`src/rtl/dmem_arbiter.sv`:
```
// rtl/dmem_arbiter.sv - round-robin arbiter for the shared data-memory port of two cores
// Grants one access per cycle, serializes a core's write-before-read, and tags reads for return routing.
module dmem_arbiter #(
   parameter int AW     = 15,
   parameter int DW     = 16,
   parameter int RD_LAT = 1
) (
   input  logic          clk,
   input  logic          rst_n,
   input  logic          c0_ren,
   input  logic [AW-1:0] c0_raddr,
   input  logic          c0_wen,
   input  logic [AW-1:0] c0_waddr,
   input  logic [DW-1:0] c0_wdata,
   output logic          c0_stall,
   output logic          c0_rvalid,
   output logic [DW-1:0] c0_rdata,
   input  logic          c1_ren,
   input  logic [AW-1:0] c1_raddr,
   input  logic          c1_wen,
   input  logic [AW-1:0] c1_waddr,
   input  logic [DW-1:0] c1_wdata,
   output logic          c1_stall,
   output logic          c1_rvalid,
   output logic [DW-1:0] c1_rdata,
   output logic          mem_ren,
   output logic [AW-1:0] mem_raddr,
   output logic          mem_wen,
   output logic [AW-1:0] mem_waddr,
   output logic [DW-1:0] mem_wdata,
   input  logic [DW-1:0] mem_rdata
);

   logic              last_grant_q, last_grant_d;
   logic [1:0]        wr_done_q, wr_done_d;
   logic [1:0]        ren, wen_eff, req, gnt, is_final;
   logic [RD_LAT-1:0] tag_v_q, tag_o_q;
   logic [1:0]        rvalid_q;
   logic [DW-1:0]     rdata0_q, rdata1_q;

   always_comb begin
      ren      = {c1_ren, c0_ren};
      // once a core's write has gone out, its still-asserted wen must not win again
      wen_eff  = {c1_wen, c0_wen} & ~wr_done_q;
      req      = ren | wen_eff;
      gnt[0]   = rst_n & req[0] & (~req[1] | last_grant_q);
      gnt[1]   = rst_n & req[1] & (~req[0] | ~last_grant_q);
      is_final = ~wen_eff | ~ren;
      c0_stall = rst_n & req[0] & ~(gnt[0] & is_final[0]);
      c1_stall = rst_n & req[1] & ~(gnt[1] & is_final[1]);

      mem_ren   = 1'b0;
      mem_raddr = '0;
      mem_wen   = 1'b0;
      mem_waddr = '0;
      mem_wdata = '0;
      if (gnt[0]) begin
         if (wen_eff[0]) begin
            mem_wen   = 1'b1;
            mem_waddr = c0_waddr;
            mem_wdata = c0_wdata;
         end else begin
            mem_ren   = 1'b1;
            mem_raddr = c0_raddr;
         end
      end else if (gnt[1]) begin
         if (wen_eff[1]) begin
            mem_wen   = 1'b1;
            mem_waddr = c1_waddr;
            mem_wdata = c1_wdata;
         end else begin
            mem_ren   = 1'b1;
            mem_raddr = c1_raddr;
         end
      end

      last_grant_d = gnt[1] ? 1'b1 : (gnt[0] ? 1'b0 : last_grant_q);
      wr_done_d    = wr_done_q;
      for (int i = 0; i < 2; i++) begin
         if (gnt[i]) wr_done_d[i] = wen_eff[i] & ren[i];
      end
   end

   always_ff @(posedge clk) begin
      if (!rst_n) begin
         last_grant_q <= 1'b1;
         wr_done_q    <= '0;
         tag_v_q      <= '0;
         tag_o_q      <= '0;
         rvalid_q     <= '0;
         rdata0_q     <= '0;
         rdata1_q     <= '0;
      end else begin
         last_grant_q <= last_grant_d;
         wr_done_q    <= wr_done_d;
         tag_v_q[0]   <= mem_ren;
         tag_o_q[0]   <= gnt[1];
         for (int i = 1; i < RD_LAT; i++) begin
            tag_v_q[i] <= tag_v_q[i-1];
            tag_o_q[i] <= tag_o_q[i-1];
         end
         // tail entry lines up with mem_rdata; register it toward its owner only
         rvalid_q[0] <= tag_v_q[RD_LAT-1] & ~tag_o_q[RD_LAT-1];
         rvalid_q[1] <= tag_v_q[RD_LAT-1] & tag_o_q[RD_LAT-1];
         if (tag_v_q[RD_LAT-1] && !tag_o_q[RD_LAT-1]) rdata0_q <= mem_rdata;
         if (tag_v_q[RD_LAT-1] && tag_o_q[RD_LAT-1])  rdata1_q <= mem_rdata;
      end
   end

   assign c0_rvalid = rvalid_q[0];
   assign c1_rvalid = rvalid_q[1];
   assign c0_rdata  = rdata0_q;
   assign c1_rdata  = rdata1_q;

endmodule

```
`config.mk`:
```
export PLATFORM = sky130hd
export DESIGN_NAME = dmem_arbiter
export DESIGN_NICKNAME = d
export VERILOG_FILES = /design/src/rtl/dmem_arbiter.sv
export SDC_FILE = /design/constraint.sdc
export NUM_CORES = 1
export LEC_CHECK = 0
export ABC_AREA = 1
export CAP_MARGIN = 20
export CORE_ASPECT_RATIO = 0.9
export CORE_MARGIN = 2
export CORE_UTILIZATION = 26
export DETAILED_ROUTE_END_ITERATION = 8
export HOLD_SLACK_MARGIN = 0.12
export PLACE_DENSITY = 0.68
export SLEW_MARGIN = 25
export SYNTH_ARGS = -nofsm -noshare
export SYNTH_HDL_FRONTEND = slang
export SYNTH_SLANG_ARGS = --single-unit
```
`constraint.sdc`:
```
create_clock -name clk -period 4.1 [get_ports clk]
set_input_delay 1.025 -clock clk [delete_from_list [all_inputs] [get_ports clk]]
set_output_delay 1.025 -clock clk [all_outputs]
set_load 0.01 [all_outputs]
```
==> results of run 1 <==
per-layer routing:
| layer | track usage [%] | up-vias | wire length [um] |
|---|---|---|---|
| li1 | - | 1611 | - |
| met1 | 23.3 | 1474 | 4210 |
| met2 | 31.6 | 134 | 5030 |
| met3 | 4.54 | 7 | 778 |
| met4 | 2.74 | 0 | 66 |
| met5 | 0 | - | 0 |
metrics by stage:
stage | hold WS, ps | instances | utilization (%) | power, mW | area (sq um)
2_1_floorplan | 472 | 356 | - | 0.646 | 2430
3_3_place_gp | 465 | 650 | 49.1 | 0.912 | 4460
3_5_place_dp | 471 | 650 | 49.1 | 0.916 | 4460
4_1_cts | 489 | 658 | 50.0 | 1.16 | 4540
5_1_grt | 513 | 658 | 50.0 | 1.22 | 4540
6_report | 483 | 658 | 50.0 | 1.15 | 4540
registers in the layout (all words and copies together) (netlist names):
| name | flops |
|---|---|
| c0_rdata | 16 |
| c1_rdata | 16 |
| last_grant_q | 1 |
| rvalid_q | 2 |
| tag_o_q | 1 |
| tag_v_q | 1 |
| wr_done_q | 2 |
cell type report:
| cell class | count | area (sq um) | share of cell area, % |
|---|---|---|---|
| tap | 122 | 153 | 3.36 |
| clock buffer | 7 | 76.3 | 1.68 |
| sequential | 39 | 781 | 17.2 |
| clock inverter | 1 | 5.00 | 0.110 |
| multi-input combinational | 269 | 1370 | 30.0 |
| inverter | 12 | 47.5 | 1.05 |
| timing repair buffer | 208 | 2120 | 46.6 |
report_power, final:
| group | total (mW) | leakage, nW | internal, mW | switching (mW) |
|---|---|---|---|---|
| registers | 0.426 | 0.319 | 0.410 | 0.0158 |
| logic | 0.482 | 1.49 | 0.258 | 0.224 |
| clock network | 0.247 | 0.0422 | 0.119 | 0.128 |
cells in the mapped netlist (all sizes together):
cell type / count
nand4: 92
nor2: 70
nand2: 65
dfxtp: 39
o21ai: 32
buf: 30
inv: 12
a21oi: 6
clkbuf: 6
nand3: 2
and2: 1
o211ai: 1
cell usage in the layout, fill, tap and decap left out, types with 2 or more instances in the layout:
master and count:
sky130_fd_sc_hd__nor2_1 69, sky130_fd_sc_hd__a21oi_1 3, sky130_fd_sc_hd__nand2_1 59, sky130_fd_sc_hd__clkbuf_8 5, sky130_fd_sc_hd__a21oi_4 2, sky130_fd_sc_hd__dfxtp_1 39, sky130_fd_sc_hd__o21ai_0 32, sky130_fd_sc_hd__buf_4 6
sky130_fd_sc_hd__inv_1 5, sky130_fd_sc_hd__clkbuf_1 2, sky130_fd_sc_hd__inv_2 6, sky130_fd_sc_hd__nand4_1 92, sky130_fd_sc_hd__buf_12 5, sky130_fd_sc_hd__nand2_4 5, sky130_fd_sc_hd__clkdlybuf4s50_1 197, sky130_fd_sc_hd__nand3_1 2
logic make-up (layout without fill, tap and decap cells):
kind of cell           Yosys count  in the layout
flip-flops                      39             39
AO/OA/AOI/OAI                   39             39
AND/OR/NAND/NOR                230            230
buffers and inverters           48            228
tightest hold or removal path, delay by kind of cell, from the launching register on:
family | cells | cell delay (ps)
flops | 1 | 330
simple gates | 2 | 120
path summary, 6_finish.rpt:
path                                    from             to  slack [ps]  cells after the start
worst max-delay path                  c0_ren  mem_waddr[12]         130                      7
worst min-delay path            c1_rdata[13]   c1_rdata[13]         480                      2
worst max register to register       tag_v_q    c0_rdata[5]        2600                      5
worst min register to register  c1_rdata[13]   c1_rdata[13]         480                      2
==> results.md, run 1 <==
* Outcome: finished, final reports clean
* Data arrival time at the worst-slack endpoint at 2940 ps
* Post-placement worst setup slack at 138 ps
* Final RePlAce weighted congestion at 0.777
* Mux contribution to synthesized area at 0%
* CP Data Required Time at 3070 ps
* Number of violations reported at the end of detailed-routing iteration 0 at 263
* Clock transition at path regs at 80 ps
* XOR/XNOR share of the synthesized area at 0%
* Worst ir drop on vdd at 234 uV
* Maximum buffer depth of the clock tree at 2
* Maximum clock skew at final layout at 4.99 ps
* Total count of hold-check failures in the final report at 0
* Pin count of the biggest net entering global routing at 50
* Number of pins with negative max-slew slack in the final report at 0
* Post-detailed-routing wire length at 10100 um
* Critical path endpoint category: output port
* Power per standard cell area at 254 nW/um^2
* TritonCTS clock tree: done
* Post-CTS Resized at 0
* Ant diodes at 0
* Final global-route overflow total at 0
* Adder and majority gate portion of the synthesized area at 0%
* DRC errors left at 0
* H-tree Lvls at 2
* Synth-to-Final Area Change at 87.0%
* Global-route usage over all layers at 18.1%
* Die outline height at 95.7 um
* DR WL/cell at 15.3 um
* Initial cell density of the core at 26.7%
* Critical path buffers and inverters at 3
* Placement Rows at 33
* Detailed-route via count at 3226
* Placed wire-length estimate after detailed placement at 7470 um
* Net count after synthesis at 470
* Slowest-stage cell, CP: sky130_fd_sc_hd__clkdlybuf4s50_1
* Ports at 198
* Post-route worst setup slack at 133 ps
* Cell Area, Synth at 2430 sq um
* Die Span X at 106 um
* Vias per cell at 4.90
* Number of antenna violations at the first check in global routing at 0
* Post-synth top area cell: sky130_fd_sc_hd__dfxtp_1
* Synth Register Bits at 39
* Reported max-cap violation count at 0
* Final net count at 649
* Kind of path behind the tightest hold check: reg2reg
* Antenna violation net count after detailed routing at 0
* Number of input and output port buffers inserted at 197
* Post-Syn Instances at 356
* Mean instance size in the synthesized netlist at 6.83 sq um
* Period utilization at 96.7%
* Latest clock arrival within the worst-skew pair at 280 ps
* RSZ-0062 raised after global routing: false
* CTS Hold Bufs at 0
* Family with the most delay on the worst path: buffers and inverters
* Clock tree root driver cell: sky130_fd_sc_hd__clkbuf_8
* # clock sinks at 39
* Minimum clock period at 3970 ps
* Achievable clock frequency at 252 MHz
* Distinct cells, synth at 22
* TritonRoute pass-1 iters at 4
* Ordered cell list for the critical path: clkdlybuf4s50_1 -> inv_1 -> nand2_4 -> nand2_4 -> nand4_1 -> nand2_1 -> clkdlybuf4s50_1
* Post-synthesis compound-gate area fraction at 9.22%
* Leading cell types by total area after synthesis: sky130_fd_sc_hd__dfxtp_1 (32%), sky130_fd_sc_hd__nand4_1 (24%), sky130_fd_sc_hd__nor2_1 (11%)
* Synthesis warning total at 0
* Simple-gate share of the synthesized area at 47.0%
* Number of buffers inserted during clock tree synthesis at 5
* Sequential area share after synthesis at 32.1%
* Summed negative setup slack over all endpoints at 0 ps
* Fraction of layout instances using a drive strength above 1 at 6.34%
* First-pass GRT wire length at 14900 um
* Critical path class: in2out
* LEAKAGE at 1.86 nW
* Setup fix buffers added after clock tree synthesis at 0
* Overall die area at 10100 sq um
* Filler Cells Inserted at 904
* Largest fanout of any net on the critical path at 49
* Main combinational cell family by area after synthesis: simple AND/OR/NAND/NOR gates
* Slew at the pin closest to its max-slew limit at 632 ps
* Type of origin of the critical path: input pin
* Highest cell delay on the worst timing path at 540 ps
* Vias in the first global route at 2870
* Std-Cell Core Area at 9080 sq um
* Slew headroom at 57.8%
* Final setup vio count at 0
* Area fraction of the dominant cell type after synthesis at 32.1%
Power figures use the tool's default switching activity.
==> run 2: changes to the inputs <==
--- a/config.mk
+++ b/config.mk
@@ -6,13 +6,13 @@
 export NUM_CORES = 1
 export LEC_CHECK = 0
 export ABC_AREA = 1
-export CAP_MARGIN = 20
 export CORE_ASPECT_RATIO = 0.9
 export CORE_MARGIN = 2
 export CORE_UTILIZATION = 26
 export DETAILED_ROUTE_END_ITERATION = 8
 export HOLD_SLACK_MARGIN = 0.12
 export PLACE_DENSITY = 0.68
+export SETUP_SLACK_MARGIN = 0.02
 export SLEW_MARGIN = 25
 export SYNTH_ARGS = -nofsm -noshare
 export SYNTH_HDL_FRONTEND = slang
==> run 2 against run 1 <==
Clock skew hardly changed. Count of clock-buffer cells in the layout stayed put. Combinational power about the same. Critical path depth increased by 1. Non-clock buffer count unchanged. Wire length shrank 0.59%. Core utilization increased by 0.096 points. Fmax increased by 1.3%.
==> results.md, run 2 (synthesized netlist as in run 1, its figures left out) <==
* Summed negative setup slack over all endpoints at 0 ps
* Data arrival time at the worst-slack endpoint at 2890 ps
* Final setup vio count at 0
* Final global-route overflow total at 0
* Post-route worst setup slack at 184 ps
* Kind of path behind the tightest hold check: reg2reg
* Clock tree root driver cell: sky130_fd_sc_hd__clkbuf_8
* Vias per cell at 4.89
* Final Power at 1.16 mW
* Period utilization at 95.5%
* Std-Cell Core Area at 9080 sq um
* TritonCTS clock tree: done
* Final net count at 649
* Proportion of power drawn by combinational gates at 41.8%
* RSZ-0062 raised after global routing: false
* Maximum buffer depth of the clock tree at 2
* Ports at 198
* Slew headroom at 57.9%
* Power per standard cell area at 254 nW/um^2
* Part of the total power dissipated in the clock network at 21.4%
* Worst-case hold slack at 483 ps
* Detailed-route via count at 3215
* Number of antenna violations at the first check in global routing at 0
* Worst ir drop on vdd at 234 uV
* Ant diodes at 0
* Antenna violation net count after detailed routing at 0
* Total placed cells including tap cells at 650
* Leading cell types in the layout, fill and taps excluded: sky130_fd_sc_hd__clkdlybuf4s50_1 (197), sky130_fd_sc_hd__nand4_1 (92), sky130_fd_sc_hd__nor2_1 (69), sky130_fd_sc_hd__nand2_1 (59), sky130_fd_sc_hd__dfxtp_1 (39)
* Global-route usage over all layers at 18.1%
* Die outline height at 95.7 um
* LEAKAGE at 1.86 nW
* Maximum clock skew at final layout at 5.27 ps
* Cell-internal power at 0.788 mW
* Overall die area at 10100 sq um
* Sw Ratio at 31.9%
* Setup fix buffers added after clock tree synthesis at 0
* Post-detailed-routing wire length at 10000 um
* Post-route cell area at 4550 sq um
* Type of origin of the critical path: input pin
* Switching power summed over all nets at 0.369 mW
* Post-placement worst setup slack at 138 ps
* Achievable clock frequency at 255 MHz
* Largest fanout of any net on the critical path at 23
* Placement Rows at 33
* First-pass GRT wire length at 14900 um
* Number of pins with negative max-slew slack in the final report at 0
* Die Span X at 106 um
* TritonRoute pass-1 iters at 4
* Placed standard-cell area at 4460 sq um
* Clock transition at path regs at 80 ps
* Power share of the sequential group at 36.9%
* H-tree Lvls at 2
* Fraction of layout instances using a drive strength above 1 at 6.34%
* Outcome: finished, final reports clean
* Leading cell type in the layout, fill and taps excluded: sky130_fd_sc_hd__clkdlybuf4s50_1
* # clock sinks at 39
* Placed wire-length estimate after detailed placement at 7470 um
* Filler Cells Inserted at 902
* DRC errors left at 0
* Synth-to-Final Area Change at 87.4%
* Filler-free cell count of the finished design at 658
* DR WL/cell at 15.2 um
* Initial cell density of the core at 26.7%
* Total count of hold-check failures in the final report at 0
* Number of violations reported at the end of detailed-routing iteration 0 at 274
* Pin count of the biggest net entering global routing at 50
* Critical path endpoint category: output port
* Latest clock arrival within the worst-skew pair at 280 ps
* Minimum clock period at 3920 ps
* Final RePlAce weighted congestion at 0.777
* Post-layout utilization of the core at 50.1%
* Vias in the first global route at 2870
* Reported max-cap violation count at 0
* CP Data Required Time at 3070 ps
* Number of buffers inserted during clock tree synthesis at 5
* Slew at the pin closest to its max-slew limit at 630 ps
* Number of input and output port buffers inserted at 197
* Critical path class: in2out
[run 2: cell types whose count changed in the layout (fill, tap and decap cells not counted)]
cell / change
sky130_fd_sc_hd__nand2_8: +1
sky130_fd_sc_hd__nand2_4: -1
[run 2: metal layers]
metal / GRT usage (%) / vias up / part of all wire (%)
li1: - / 1611 / -
met1: 23.3 / 1473 / 42
met2: 31.6 / 124 / 49
met3: 4.54 / 7 / 7.7
met4: 2.74 / 0 / 0.66
met5: 0 / - / 0
[run 2: final timing paths]
| kind | start | to | slack (ps) | depth (start not counted) |
|---|---|---|---|---|
| max | c1_wen | mem_wdata[7] | 180 | 8 |
| min | c1_rdata[13] | c1_rdata[13] | 480 | 2 |
| max reg2reg | tag_v_q | c0_rdata[5] | 2610 | 5 |
| min reg2reg | c1_rdata[13] | c1_rdata[13] | 480 | 2 |
[run 2: timing repair]
action,in CTS,in global routing
setup endpoints to repair,0,3
hold buffers,0,0
gates resized for setup,0,1
[run 2: cell type report]
cell class	instances	area, sq um	share of cell area, %
timing repair buffer	208	2120	46.5
multi-input combinational	269	1370	30.2
sequential	39	781	17.1
tap	122	153	3.35
clock buffer	7	76.3	1.68
inverter	12	47.5	1.04
clock inverter	1	5.00	0.110
[run 2: critical path, stage by stage]
cell                              delay (ps)
sky130_fd_sc_hd__clkdlybuf4s50_1         450
sky130_fd_sc_hd__nand2_4                 130
sky130_fd_sc_hd__nand2_2                  80
sky130_fd_sc_hd__nand2_4                 240
sky130_fd_sc_hd__buf_4                   240
sky130_fd_sc_hd__nand4_1                 100
sky130_fd_sc_hd__nand2_1                 100
sky130_fd_sc_hd__clkdlybuf4s50_1         530
[run 2: power groups by stage]
stage	combinational, mW	sequential (mW)	clock (mW)
6_report	0.483	0.426	0.247
3_5_place_dp	0.482	0.434	0
2_1_floorplan	0.201	0.445	0
3_3_place_gp	0.479	0.433	0
5_1_grt	0.522	0.431	0.268
4_1_cts	0.484	0.426	0.254
==> run 3: changes to the inputs <==
--- a/config.mk
+++ b/config.mk
@@ -7,7 +7,6 @@
 export LEC_CHECK = 0
 export ABC_AREA = 1
 export CORE_ASPECT_RATIO = 0.9
-export CORE_MARGIN = 2
 export CORE_UTILIZATION = 26
 export DETAILED_ROUTE_END_ITERATION = 8
 export HOLD_SLACK_MARGIN = 0.12
==> constraint.sdc (replaced) <==
create_clock -name clk -period 3.7 [get_ports clk]
set_input_delay 0.925 -clock clk [delete_from_list [all_inputs] [get_ports clk]]
set_output_delay 0.925 -clock clk [all_outputs]
set_load 0.01 [all_outputs]
==> run 3 against run 2 <==
First-iteration DRC count is 16% lower. Hold slack better by 3.2 ps. Combinational power is 18% higher. Power is 20% higher. Setup slack worse by 130 ps.
==> results.md, run 3 (synthesized netlist as in run 1, its figures left out) <==
* Placed wire-length estimate after detailed placement at 7310 um
* RSZ-0062 raised after global routing: true
* Number of buffers inserted during clock tree synthesis at 5
* Clock tree root driver cell: sky130_fd_sc_hd__clkbuf_8
* Ant diodes at 0
* Post-detailed-routing wire length at 10400 um
* Final net count at 657
* Total count of hold-check failures in the final report at 0
* Worst ir drop on vdd at 278 uV
* Fraction of layout instances using a drive strength above 1 at 8.09%
* Kind of path behind the tightest hold check: reg2reg
* Slowest-stage cell, CP: sky130_fd_sc_hd__clkdlybuf4s50_1
* Largest fanout of any net on the critical path at 12
* Die Span X at 104 um
* Number of input and output port buffers inserted at 197
* Antenna violation net count after detailed routing at 0
* Global-route usage over all layers at 18.6%
* Summed negative setup slack over all endpoints at 0 ps
* Final global-route overflow total at 0
* Initial cell density of the core at 26.7%
* Achievable clock frequency at 274 MHz
* Outcome: finished, final reports clean
* Number of antenna violations at the first check in global routing at 0
* Power per standard cell area at 295 nW/um^2
* DRC errors left at 0
* Synth-to-Final Area Change at 94.0%
* Data arrival time at the worst-slack endpoint at 2720 ps
* Highest cell delay on the worst timing path at 540 ps
* Maximum clock skew at final layout at 6.54 ps
* Pin count of the biggest net entering global routing at 49
* TritonRoute pass-1 iters at 4
* Std-Cell Core Area at 9080 sq um
* Overall die area at 9740 sq um
* Period utilization at 98.5%
* Number of pins with negative max-slew slack in the final report at 0
* LEAKAGE at 1.95 nW
* Minimum clock period at 3650 ps
* Detailed-route via count at 3287
* Type of origin of the critical path: input pin
* Final Power at 1.39 mW
* Ordered cell list for the critical path: clkdlybuf4s50_1 -> inv_2 -> a21oi_4 -> buf_12 -> buf_6 -> nand4_1 -> nand2_1 -> clkdlybuf4s50_1
* H-tree Lvls at 2
* Reported max-cap violation count at 0
* Ports at 198
* Number of violations reported at the end of detailed-routing iteration 0 at 230
* Slew at the pin closest to its max-slew limit at 656 ps
* TritonCTS clock tree: done
* CP Data Required Time at 2770 ps
* Critical path endpoint category: output port
* Filler Cells Inserted at 855
* Maximum buffer depth of the clock tree at 2
* DR WL/cell at 15.6 um
* First-pass GRT wire length at 14800 um
* Die outline height at 93.7 um
* Leading cell types in the layout, fill and taps excluded: sky130_fd_sc_hd__clkdlybuf4s50_1 (196), sky130_fd_sc_hd__nand4_1 (92), sky130_fd_sc_hd__nor2_1 (69), sky130_fd_sc_hd__nand2_1 (59), sky130_fd_sc_hd__dfxtp_1 (39)
* Vias in the first global route at 2920
* Most numerous cell on the critical path: sky130_fd_sc_hd__clkdlybuf4s50_1
* Final RePlAce weighted congestion at 0.851
* Leading cell type in the layout, fill and taps excluded: sky130_fd_sc_hd__clkdlybuf4s50_1
* Clock transition at path regs at 80 ps
* Latest clock arrival within the worst-skew pair at 290 ps
* Placement Rows at 33
* Slew headroom at 56.2%
* Vias per cell at 4.94
* Final setup vio count at 0
* Critical path class: in2out
* # clock sinks at 39
-- run 3: what timing repair did --
action,in CTS,in global routing
resized for setup,0,2
setup buffers,0,1
hold buffers,0,0
endpoints found under the setup margin,0,17
-- run 3: per-layer routing --
layer | vias to the layer above | share of wire [%] | global-route usage (%) | routed length, um
li1 | 1629 | - | - | -
met1 | 1498 | 41 | 23.1 | 4290
met2 | 146 | 50 | 32.9 | 5230
met3 | 14 | 6.8 | 4.30 | 707
met4 | 0 | 1.6 | 3.45 | 162
met5 | - | 0 | 0 | 0
-- run 3: worst max-delay path: cells and delay by family --
family / cells / cell delay, ps
buf+inv: 5 / 1430
simple gates: 2 / 170
compound gates: 1 / 170
-- run 3: path summary, 6_finish.rpt --
kind	to	cells after the start	slack, ps	startpoint
worst max register to register	c0_rdata[7]	5	2160	tag_v_q
worst min register to register	c1_rdata[15]	2	490	c1_rdata[15]
worst max-delay path	mem_wdata[4]	8	50	c1_ren
worst min-delay path	c1_rdata[15]	2	490	c1_rdata[15]
-- run 3: area by class of cell --
cell class / instances / area (sq um) / area share [%]
clock buffer: 5 / 68.8 / 1.46
clock inverter: 3 / 43.8 / 0.929
multi-input combinational: 269 / 1370 / 29.1
sequential: 39 / 781 / 16.6
tap: 122 / 153 / 3.24
timing repair buffer: 216 / 2250 / 47.7
inverter: 12 / 47.5 / 1.01
-- run 3: where the power goes --
part / switching [mW] / internal (mW) / total (mW)
Sequential: 0.0180 / 0.454 / 0.472
Combinational: 0.260 / 0.308 / 0.568
Clock: 0.151 / 0.201 / 0.352
Total: 0.429 / 0.963 / 1.39
-- run 3: metrics by stage --
step / cell area [sq um] / worst slack [ps] / hold WS [ps] / instances / util (%)
2_1_floorplan: 2430 / 1100 / 472 / 356 / -
3_3_place_gp: 4500 / 90.6 / 462 / 653 / 49.5
3_5_place_dp: 4500 / 86.9 / 471 / 653 / 49.5
4_1_cts: 4610 / 90.9 / 489 / 661 / 50.8
5_1_grt: 4710 / 7.95 / 502 / 666 / 51.9
6_report: 4710 / 54.3 / 486 / 666 / 51.9
